<file path="config.mk">
export PLATFORM = sky130hd
export DESIGN_NAME = quad_decoder
export DESIGN_NICKNAME = d
export VERILOG_FILES = /design/src/rtl/quad_decoder_pkg.sv /design/src/rtl/quad_filter.sv /design/src/rtl/quad_decoder.sv
export SDC_FILE = /design/constraint.sdc
export NUM_CORES = 1
export LEC_CHECK = 0
export ABC_AREA = 1
export CAP_MARGIN = 10
export CORE_ASPECT_RATIO = 0.8
export CORE_MARGIN = 5
export CORE_UTILIZATION = 45
export CTS_CLUSTER_DIAMETER = 50
export DETAILED_ROUTE_END_ITERATION = 8
export PLACE_DENSITY = 0.7
export SYNTH_ARGS = -nofsm -noshare
export SYNTH_HDL_FRONTEND = slang
export SYNTH_SLANG_ARGS = --single-unit
export TNS_END_PERCENT = 30
</file>
<file path="constraint.sdc">
create_clock -name clk -period 6.5 [get_ports clk]
set_clock_uncertainty 0.15 [all_clocks]
set_input_delay 1.95 -clock clk [delete_from_list [all_inputs] [get_ports clk]]
set_output_delay 1.95 -clock clk [all_outputs]
set_load 0.01 [all_outputs]
</file>
<file path="src/rtl/quad_decoder_pkg.sv">
// Shared types and helpers for the quadrature decoder.
package quad_decoder_pkg;

    typedef logic [1:0] phase_t;

    typedef enum logic {
        INIT = 1'b0,
        RUN  = 1'b1
    } state_t;

    // Mod-4 phase differences between successive samples.
    localparam phase_t PH_UP  = 2'd1;
    localparam phase_t PH_DN  = 2'd3;
    localparam phase_t PH_ILL = 2'd2;

    // Gray-coded {A,B} to phase index: 00->0, 01->1, 11->2, 10->3.
    function automatic phase_t ab_to_phase(input logic a, input logic b);
        phase_t ph;
        case ({a, b})
            2'b00:   ph = 2'd0;
            2'b01:   ph = 2'd1;
            2'b11:   ph = 2'd2;
            default: ph = 2'd3;
        endcase
        return ph;
    endfunction

endpackage

</file>
<file path="src/rtl/quad_filter.sv">
// Glitch filter for one synchronized encoder phase: the output follows the
// input only after FILTER_LEN consecutive samples that differ from it.
module quad_filter #(
    parameter int FILTER_LEN = 3
) (
    input  logic clk,
    input  logic reset,
    input  logic din,
    output logic dout
);

    localparam logic [3:0] RELOAD = 4'(FILTER_LEN - 1);

    logic       dout_q, dout_d;
    logic [3:0] cnt_q, cnt_d;

    // Down-count while the input disagrees with the output; flip at terminal count.
    always_comb begin
        dout_d = dout_q;
        cnt_d  = cnt_q;
        if (din == dout_q) begin
            cnt_d = RELOAD;
        end else if (cnt_q == 4'd0) begin
            dout_d = din;
            cnt_d  = RELOAD;
        end else begin
            cnt_d = cnt_q - 4'd1;
        end
    end

    // Filter state registers.
    always_ff @(posedge clk) begin
        if (reset) begin
            dout_q <= 1'b0;
            cnt_q  <= RELOAD;
        end else begin
            dout_q <= dout_d;
            cnt_q  <= cnt_d;
        end
    end

    assign dout = dout_q;

endmodule

</file>
<file path="src/rtl/quad_decoder.sv">
// Quadrature decoder with loadable position counter and sticky error flag.
// Optional glitch filter on each phase enabled by QUAD_DEC_FILTER_EN.
//
// state | meaning
// INIT  | waiting for the input pipeline to settle, then capture the phase
// RUN   | decoding transitions against the previous phase
module quad_decoder #(
    parameter int SIZE       = 4,
    parameter int FILTER_LEN = 3
) (
    input  logic            clk,
    input  logic            reset,
    input  logic            quad_a,
    input  logic            quad_b,
    input  logic            load,
    input  logic [SIZE-1:0] data,
    input  logic            err_clr,
    output logic [SIZE-1:0] out,
    output logic            step,
    output logic            up_dwn,
    output logic            err
);

    import quad_decoder_pkg::*;

    // A bad override is reported even when the filter is compiled out.
    if (FILTER_LEN < 2 || FILTER_LEN > 15) begin : g_bad_filter_len
        $error("quad_decoder: FILTER_LEN must be in 2..15");
    end

    logic [1:0] sync1_q, sync1_d, sync2_q, sync2_d;
    logic       a_f, b_f;

    // Two-flop synchronizer for both phases.
    always_comb begin
        sync1_d = {quad_a, quad_b};
        sync2_d = sync1_q;
    end

    // Synchronizer registers.
    always_ff @(posedge clk) begin
        if (reset) begin
            sync1_q <= 2'b00;
            sync2_q <= 2'b00;
        end else begin
            sync1_q <= sync1_d;
            sync2_q <= sync2_d;
        end
    end

    // Cycles after reset before the decoder's input reflects the pins:
    // the synchronizer depth, plus the filter length when present.
`ifdef QUAD_DEC_FILTER_EN
    localparam logic [4:0] SETTLE = 5'(2 + FILTER_LEN);

    quad_filter #(.FILTER_LEN(FILTER_LEN)) u_filt_a (
        .clk   (clk),
        .reset (reset),
        .din   (sync2_q[1]),
        .dout  (a_f)
    );

    quad_filter #(.FILTER_LEN(FILTER_LEN)) u_filt_b (
        .clk   (clk),
        .reset (reset),
        .din   (sync2_q[0]),
        .dout  (b_f)
    );
`else
    localparam logic [4:0] SETTLE = 5'd2;

    assign a_f = sync2_q[1];
    assign b_f = sync2_q[0];
`endif

    state_t          state_q, state_d;
    logic [4:0]      settle_q, settle_d;
    phase_t          prev_q, prev_d;
    logic [SIZE-1:0] out_q, out_d;
    logic            step_q, step_d;
    logic            up_q, up_d;
    logic            err_q, err_d;
    phase_t          cur_ph, delta;

    // Decode the phase change and compute the next count, step, direction and error.
    always_comb begin
        cur_ph   = ab_to_phase(a_f, b_f);
        delta    = cur_ph - prev_q;
        state_d  = state_q;
        settle_d = settle_q;
        prev_d   = prev_q;
        out_d    = out_q;
        step_d   = 1'b0;
        up_d     = up_q;
        err_d    = err_q;

        if (err_clr) begin
            err_d = 1'b0;
        end

        case (state_q)
            INIT: begin
                if (settle_q == 5'd0) begin
                    prev_d  = cur_ph;
                    state_d = RUN;
                end else begin
                    settle_d = settle_q - 5'd1;
                end
            end
            RUN: begin
                prev_d = cur_ph;
                case (delta)
                    PH_UP: begin
                        step_d = 1'b1;
                        up_d   = 1'b1;
                        out_d  = out_q + 1'b1;
                    end
                    PH_DN: begin
                        step_d = 1'b1;
                        up_d   = 1'b0;
                        out_d  = out_q - 1'b1;
                    end
                    PH_ILL: begin
                        err_d = 1'b1;
                    end
                    default: ;
                endcase
            end
            default: state_d = INIT;
        endcase

        if (load) begin
            out_d = data;
        end
    end

    // Decoder and output registers.
    always_ff @(posedge clk) begin
        if (reset) begin
            state_q  <= INIT;
            settle_q <= SETTLE;
            prev_q   <= 2'd0;
            out_q    <= '0;
            step_q   <= 1'b0;
            up_q     <= 1'b1;
            err_q    <= 1'b0;
        end else begin
            state_q  <= state_d;
            settle_q <= settle_d;
            prev_q   <= prev_d;
            out_q    <= out_d;
            step_q   <= step_d;
            up_q     <= up_d;
            err_q    <= err_d;
        end
    end

    assign out    = out_q;
    assign step   = step_q;
    assign up_dwn = up_q;
    assign err    = err_q;

endmodule
</file>
==> results.tsv, run 1 <==
stage	metric	value	unit
timing	rsz0062_at_grt	false	
clocking	cts_sinks	19	
logic_synthesis	synth_common_cells	31 x nand2_1, 23 x inv_1, 19 x dfxtp_1, 14 x nor2_1, 8 x a21oi_1	
logic_synthesis	synth_top_family_by_area	simple AND/OR/NAND/NOR gates	
clocking	cts_setup_buffers	0	
power_and_ir_drop	total_power	0.4038	mW
logic_synthesis	synthTopCellsByArea	dfxtp_1 40%, nand2_1 12%, inv_1 9.2%	
placement	finalWeightedCongestion	0.7547	
final_layout	layout-drive-gt1-share	7.432	%
setup_path	worstPathBufferInverterCount	1	
floorplanning	start_util	48.52	%
timing	worst_slew_pin_slew	0.6201	ns
floorplanning	die_w	61.19	um
run	drv_cap	0	
logic_synthesis	synthArstFlopShare	0	%
logic_synthesis	ys_ff_latch	19	
setup_path	cp-start-kind	flop	
logic_synthesis	muxShareOfSynthArea	0	%
route	wl_met1	786	um
grt	grt_first_pass_wirelength	3.063	mm
logic_synthesis	yosysMostFrequentCell	nand2_1	
logic_synthesis	yosys_warnings	0	
route	drt_pass1_iterations	4	
grt	grtUsageTotal	13.00	%
setup_path	crit_path_end_kind	output pin	
logic_synthesis	syn_area	943.4	sq um
power_and_ir_drop	powerDensity	350.1	nW/um^2
route	vias	829	
logic_synthesis	yosysUniqueCellTypes	23	
setup_path	crit_start	out[0]$_SDFFE_PP0P_	
clocking	htreeDepth	1	
run_status	run_status	completed	
route	routed_via_density	4.820	
clocking	clock_tree.root_cell	clkbuf_4	
logic_synthesis	synth_compound_area_share	12.20	%
timing	tns	0	ns
clocking	cts.path.max_buffers	2	
logic_synthesis	synth_nets	146	
grt	grt_pass1_vias	762	
logic_synthesis	seq_area_frac_synth	40.32	%
final_layout	num_antenna_cells	0	
floorplanning	core_area	1944	sq um
timing	finalCriticalPeriod	3.387	ns
clocking	clk_pin_slew	0.11	ns
clocking	ctsHoldBuffers	0	
setup_path	crit-reg2reg-launch	sync2_q[0]$_SDFF_PP0_	
hold_path	hold_path_class	flop to flop	
floorplanning	placementRows	14	
logic_synthesis	synth-edff-count	0	
grt	grt_overflow	0	
clocking	cts_tree	yes	
route	wl_met3	85	um
logic_synthesis	yosys.area_share.simple	27.32	%
route	wl_met2	898	um
setup_path	critical-path-slowest-cell	clkdlybuf4s50_1	
setup_path	crit_path_cell_trace	clkdlybuf4s50_1	
route	totalWireLength	1.783	mm
timing	max_slew_margin	58.53	%
power_and_ir_drop	leakagePower	0.5510	nW
logic_synthesis	synth_top_area_share	40.32	%
final_layout	area_growth	22.28	%
timing	period_share	52.11	%
placement	portBuffers	16	
route	drtIter0Drc	30	
setup_path	critPathArrivalTime	1.29	ns
timing	setup_viol	0	
hold_path	hold_path_startpoint	sync1_q[0]$_SDFF_PP0_	
setup_path	slowest_delay	0.57	ns
timing	finalHoldViolCount	0	
logic_synthesis	synth.largest_area_cell	dfxtp_1	
grt	grt_max_degree	18	
placement	dp_hpwl	1.463	mm
route	wire_per_inst	10.37	um
setup_path	critPathTopFamily	buffers and inverters	
route	drtAntennaViolNets	0	
logic_synthesis	netlist_instances	130	
route	drc	0	
final_layout	fillCellCount	188	
final_layout	fin_nets	165	
logic_synthesis	synthAdderAreaFrac	7.958	%
timing	fmax	295.2	MHz
timing	drv_slew	0	
grt	grt_antenna_before_repair	0	
floorplanning	die_area	3118	sq um
logic_synthesis	syn_area_per_cell	7.257	sq um
setup_path	critPathRequiredTime	4.40	ns
power_and_ir_drop	vdd_drop_max	0.2453	mV
floorplanning	dieHeight	50.96	um
clocking	insertion_delay	0.29	ns
floorplanning	pin_count	17	
logic_synthesis	synthXorXnorAreaFrac	1.857	%
clocking	cts_buffers	3	
clocking	post_cts_resized	0	
route	top_layer_used	met4	
setup_path	worst-path-max-fanout	5	
setup_path	critical_path_class	flop to output pin	
logic_synthesis	synth-main-ff-cell	dfxtp_1	
[sequential cells by signal (all words and copies together) (netlist names)]
register / flops
prev_q: 2
sync1_q: 2
up_dwn: 1
sync2_q: 2
err: 1
settle_q: 5
out: 4
state_q: 1
step: 1
[power by group]
part | internal (mW) | total, mW | switching [mW]
registers | 0.146 | 0.169 | 0.0229
clock network | 0.0229 | 0.0597 | 0.0368
logic | 0.0736 | 0.176 | 0.102
[stage by stage]
step	instances	util [%]	hold slack [ns]	worst slack, ns	area, sq um
6_report	172	59.33	0.2581	3.113	1154
5_1_grt	172	59.33	0.2874	3.031	1154
4_1_cts	172	59.33	0.2653	3.091	1154
3_5_place_dp	168	57.92	0.2444	3.092	1126
3_3_place_gp	168	57.92	0.2429	3.140	1126
2_1_floorplan	130	-	0.2383	3.686	943.4
[worst reg2reg max path: stages (launching register included)]
cell and delay (ns):
dfxtp_1 0.35, inv_1 0.05, ha_1 0.32, ha_1 0.20, inv_1 0.06, nand2_1 0.07, nand2_1 0.09, nand2_2 0.06
nand3_2 0.09, inv_2 0.06, or2_1 0.21, nand2_1 0.06, inv_1 0.04, ha_1 0.17, a21oi_1 0.17, xor2_1 0.20
nand2_1 0.07, a31oi_1 0.13
[cells by family after synthesis]
logic type / Yosys count
AO/OA/AOI/OAI: 18
XOR/XNOR: 2
adder cells (fa/ha/maj): 6
buffers and inverters: 26
flip-flops: 19
AND/OR/NAND/NOR: 59
[metal layers]
layer / vias to the layer above / global-route usage [%]
met5: - / 0
met4: 0 / 3.249
met3: 2 / 4.534
met2: 10 / 23.24
met1: 376 / 14.48
li1: 441 / -
[layout by cell type, fill, tap and decap left out, drive strengths merged]
cell type / instances
nand3: 5
nand2: 32
or2: 2
inv: 24
nor3b: 1
o31ai: 1
a31oi: 3
nor4: 1
clkbuf: 3
o21ai: 5
clkinv: 1
ha: 6
nor3: 3
xnor2: 1
xor2: 1
nor2: 15
dfxtp: 19
clkdlybuf4s50: 16
a21oi: 9
[path summary, 6_finish.rpt]
| path | end | slack, ns | depth (start not counted) |
|---|---|---|---|
| setup / recovery | out[0] | 3.11 | 1 |
| hold / removal | sync2_q[0]$_SDFF_PP0_ | 0.26 | 2 |
| setup reg to reg | out[2]$_SDFFE_PP0P_ | 3.89 | 17 |
| hold reg to reg | sync2_q[0]$_SDFF_PP0_ | 0.26 | 2 |
[cell type report]
class | instances | area (sq um) | share of cell area, %
repair buffers | 16 | 160.2 | 13.88
clock inverters | 1 | 5.005 | 0.4338
inverters | 24 | 90.09 | 7.809
multi-input cells | 85 | 465.4 | 40.35
clock buffers | 3 | 22.52 | 1.952
well taps | 24 | 30.03 | 2.603
flip-flops and latches | 19 | 380.4 | 32.97
Power figures use the tool's default switching activity.
==> run 2, diff against run 1 <==
Clock period 6.5 ns to 3.2 ns, I/O delays scaled along.
==> run 2 against run 1 <==
Compared with the run above:
- cell area did not move
- critical path depth rose by 16
- register-to-register slack got worse by 3.2 ns
- global-route usage fell by 0.28 points
- clock power rose by 100%
- via count fell by 1.9%
- power rose by 100%
- final cell count did not move
- clock-buffer cell count did not move
- flip-flop and latch count did not move
- wire length rose by 0.17%
- critical path type is now flop to flop
- critical endpoint is now out[2]$_SDFFE_PP0P_
- largest cell class unchanged
- largest power group unchanged
==> results.tsv, run 2 (synthesis results as in run 1) <==
stage	metric	value	unit
hold_path	holdPathEnd	sync2_q[0]$_SDFF_PP0_	
setup_path	slowest_delay	0.35	ns
placement	portBuffers	16	
final_layout	fin_nets	165	
clocking	htreeDepth	1	
power_and_ir_drop	leakagePower	0.5510	nW
power_and_ir_drop	power_frac_clock	14.7	%
timing	max_slew_margin	58.43	%
final_layout	final_cells	172	
final_layout	final_cell_mix	31 x nand2_1, 23 x inv_1, 19 x dfxtp_1	
hold_path	holdPathStages	2	
grt	grt_first_pass_wirelength	3.036	mm
setup_path	ff2ff_setup_slack	0.65	ns
setup_path	path_common_cell	nand2_1	
clocking	cts_buffers	3	
floorplanning	pin_count	17	
timing	finalCriticalPeriod	2.554	ns
setup_path	critPathRequiredTime	3.26	ns
floorplanning	die_area	3118	sq um
power_and_ir_drop	seqPwrFrac	41.7	%
clocking	cts_tree	yes	
power_and_ir_drop	intPower	0.4920	mW
clocking	post_cts_resized	0	
grt	grtUsageTotal	12.72	%
final_layout	largest_reg_flops	5	
grt	grt_pass1_vias	767	
power_and_ir_drop	switching_share	39.75	%
clocking	insertion_delay	0.29	ns
grt	grt_antenna_before_repair	0	
final_layout	layout-drive-gt1-share	7.432	%
setup_path	critPathArrivalTime	2.62	ns
clocking	clk_pin_slew	0.11	ns
final_layout	fin_area	1154	sq um
clocking	ctsHoldBuffers	0	
timing	drv_slew	0	
power_and_ir_drop	vdd_drop_max	0.4850	mV
floorplanning	placementRows	14	
clocking	cts_sinks	19	
clocking	cts_setup_buffers	0	
timing	tns	0	ns
route	vias	813	
timing	fmax	391.5	MHz
route	drc	0	
setup_path	crit_path_end_kind	flop	
grt	grt_overflow	0	
final_layout	area_growth	22.28	%
power_and_ir_drop	powerDensity	707.8	nW/um^2
placement	post-place-cells	168	
grt	grt_max_degree	18	
timing	hold_ws	0.2704	ns
hold_path	hold_path_class	flop to flop	
timing	period_share	79.83	%
final_layout	largest_register	settle_q	
run_status	run_status	completed	
route	routed_via_density	4.727	
floorplanning	dieHeight	50.96	um
setup_path	r2r_cells	17	
run	drv_cap	0	
placement	dpl_cell_area	1126	sq um
floorplanning	die_w	61.19	um
timing	finalHoldViolCount	0	
timing	rsz0062_at_grt	false	
route	wire_per_inst	10.38	um
placement	finalWeightedCongestion	0.7797	
power_and_ir_drop	switching_power	0.3245	mW
final_layout	num_antenna_cells	0	
clocking	cts.path.max_buffers	2	
setup_path	critical_path_class	flop to flop	
route	drtAntennaViolNets	0	
timing	worst_slew_pin_slew	0.6216	ns
setup_path	crit_path_cell_trace	inv_1 > ha_1 > ha_1 > inv_1 > nand2_1 > nand2_1 > nand2_2 > nand3_2 > inv_2 > or2_1 > nand2_1 > inv_1 > ha_1 > a21oi_1 > xor2_1 > nand2_1 > a31oi_1	
hold_path	hold_path_startpoint	sync1_q[0]$_SDFF_PP0_	
route	drtIter0Drc	17	
setup_path	r2r-end	out[2]$_SDFFE_PP0P_	
timing	setup_viol	0	
floorplanning	start_util	48.52	%
setup_path	cp-start-kind	flop	
floorplanning	core_area	1944	sq um
placement	dp_hpwl	1.432	mm
setup_path	critical-path-slowest-cell	dfxtp_1	
final_layout	layout_commonest_cell	nand2_1	
setup_path	worst-path-max-fanout	4	
power_and_ir_drop	pwr-share-comb	43.5	%
clocking	clock_tree.root_cell	clkbuf_4	
setup_path	crit-reg2reg-launch	sync2_q[0]$_SDFF_PP0_	
route	drt_pass1_iterations	5	
route	totalWireLength	1.786	mm
-- run 2: cell counts in the layout (fill, tap and decap cells not counted) --
Identical to the previous run, type by type.
-- run 2: metrics by stage --
| stage | total power, mW | utilization (%) | setup WS (ns) |
|---|---|---|---|
| 2_1_floorplan | 0.6122 | - | 0.8904 |
| 3_3_place_gp | 0.6865 | 57.92 | 0.7491 |
| 3_5_place_dp | 0.7030 | 57.92 | 0.6860 |
| 4_1_cts | 0.8281 | 59.33 | 0.6362 |
| 5_1_grt | 0.8934 | 59.33 | 0.4615 |
| 6_report | 0.8165 | 59.33 | 0.6456 |
-- run 2: worst max path at each step --
| stage | startpoint | to | slack, ns | cells after the start |
|---|---|---|---|---|
| finish | sync2_q[0]$_SDFF_PP0_ | out[2]$_SDFFE_PP0P_ | 0.65 | 17 |
| global route | sync2_q[0]$_SDFF_PP0_ | out[2]$_SDFFE_PP0P_ | 0.46 | 17 |
| CTS | sync2_q[0]$_SDFF_PP0_ | out[2]$_SDFFE_PP0P_ | 0.64 | 17 |
| detailed placement | sync2_q[0]$_SDFF_PP0_ | out[2]$_SDFFE_PP0P_ | 0.69 | 17 |
| global placement | sync2_q[0]$_SDFF_PP0_ | out[2]$_SDFFE_PP0P_ | 0.75 | 17 |
| floorplan | sync2_q[0]$_SDFF_PP0_ | out[2]$_SDFFE_PP0P_ | 0.89 | 17 |
-- run 2: cell type report --
class	instances	area [sq um]
Tap cell	24	30.03
Timing Repair Buffer	16	160.2
Multi-Input combinational cell	85	465.4
Clock buffer	3	22.52
Clock inverter	1	5.005
Inverter	24	90.09
Fill cell	188	790.8
Sequential cell	19	380.4
-- run 2: layer usage --
layer	track usage (%)	routed length, um	up-vias
li1	-	-	442
met1	14.11	799	359
met2	23.24	896	10
met3	4.534	77	2
met4	2.166	13	0
met5	0	0	-
-- run 2: critical path: cells and delay by family, from the launching register on --
| kind | cells | cell delay, ns |
|---|---|---|
| buf+inv | 4 | 0.19 |
| simple gates | 7 | 0.66 |
| xor+xnor | 1 | 0.18 |
| fa+ha+maj | 3 | 0.68 |
| flops | 1 | 0.35 |
| compound gates | 2 | 0.26 |
-- run 2: power groups by stage --
stage | Sequential [mW] | Combinational (mW) | Clock [mW]
floorplan | 0.341 | 0.271 | 0
global placement | 0.343 | 0.343 | 0
detailed placement | 0.347 | 0.356 | 0
CTS | 0.341 | 0.361 | 0.127
global route | 0.347 | 0.407 | 0.139
finish | 0.341 | 0.356 | 0.120
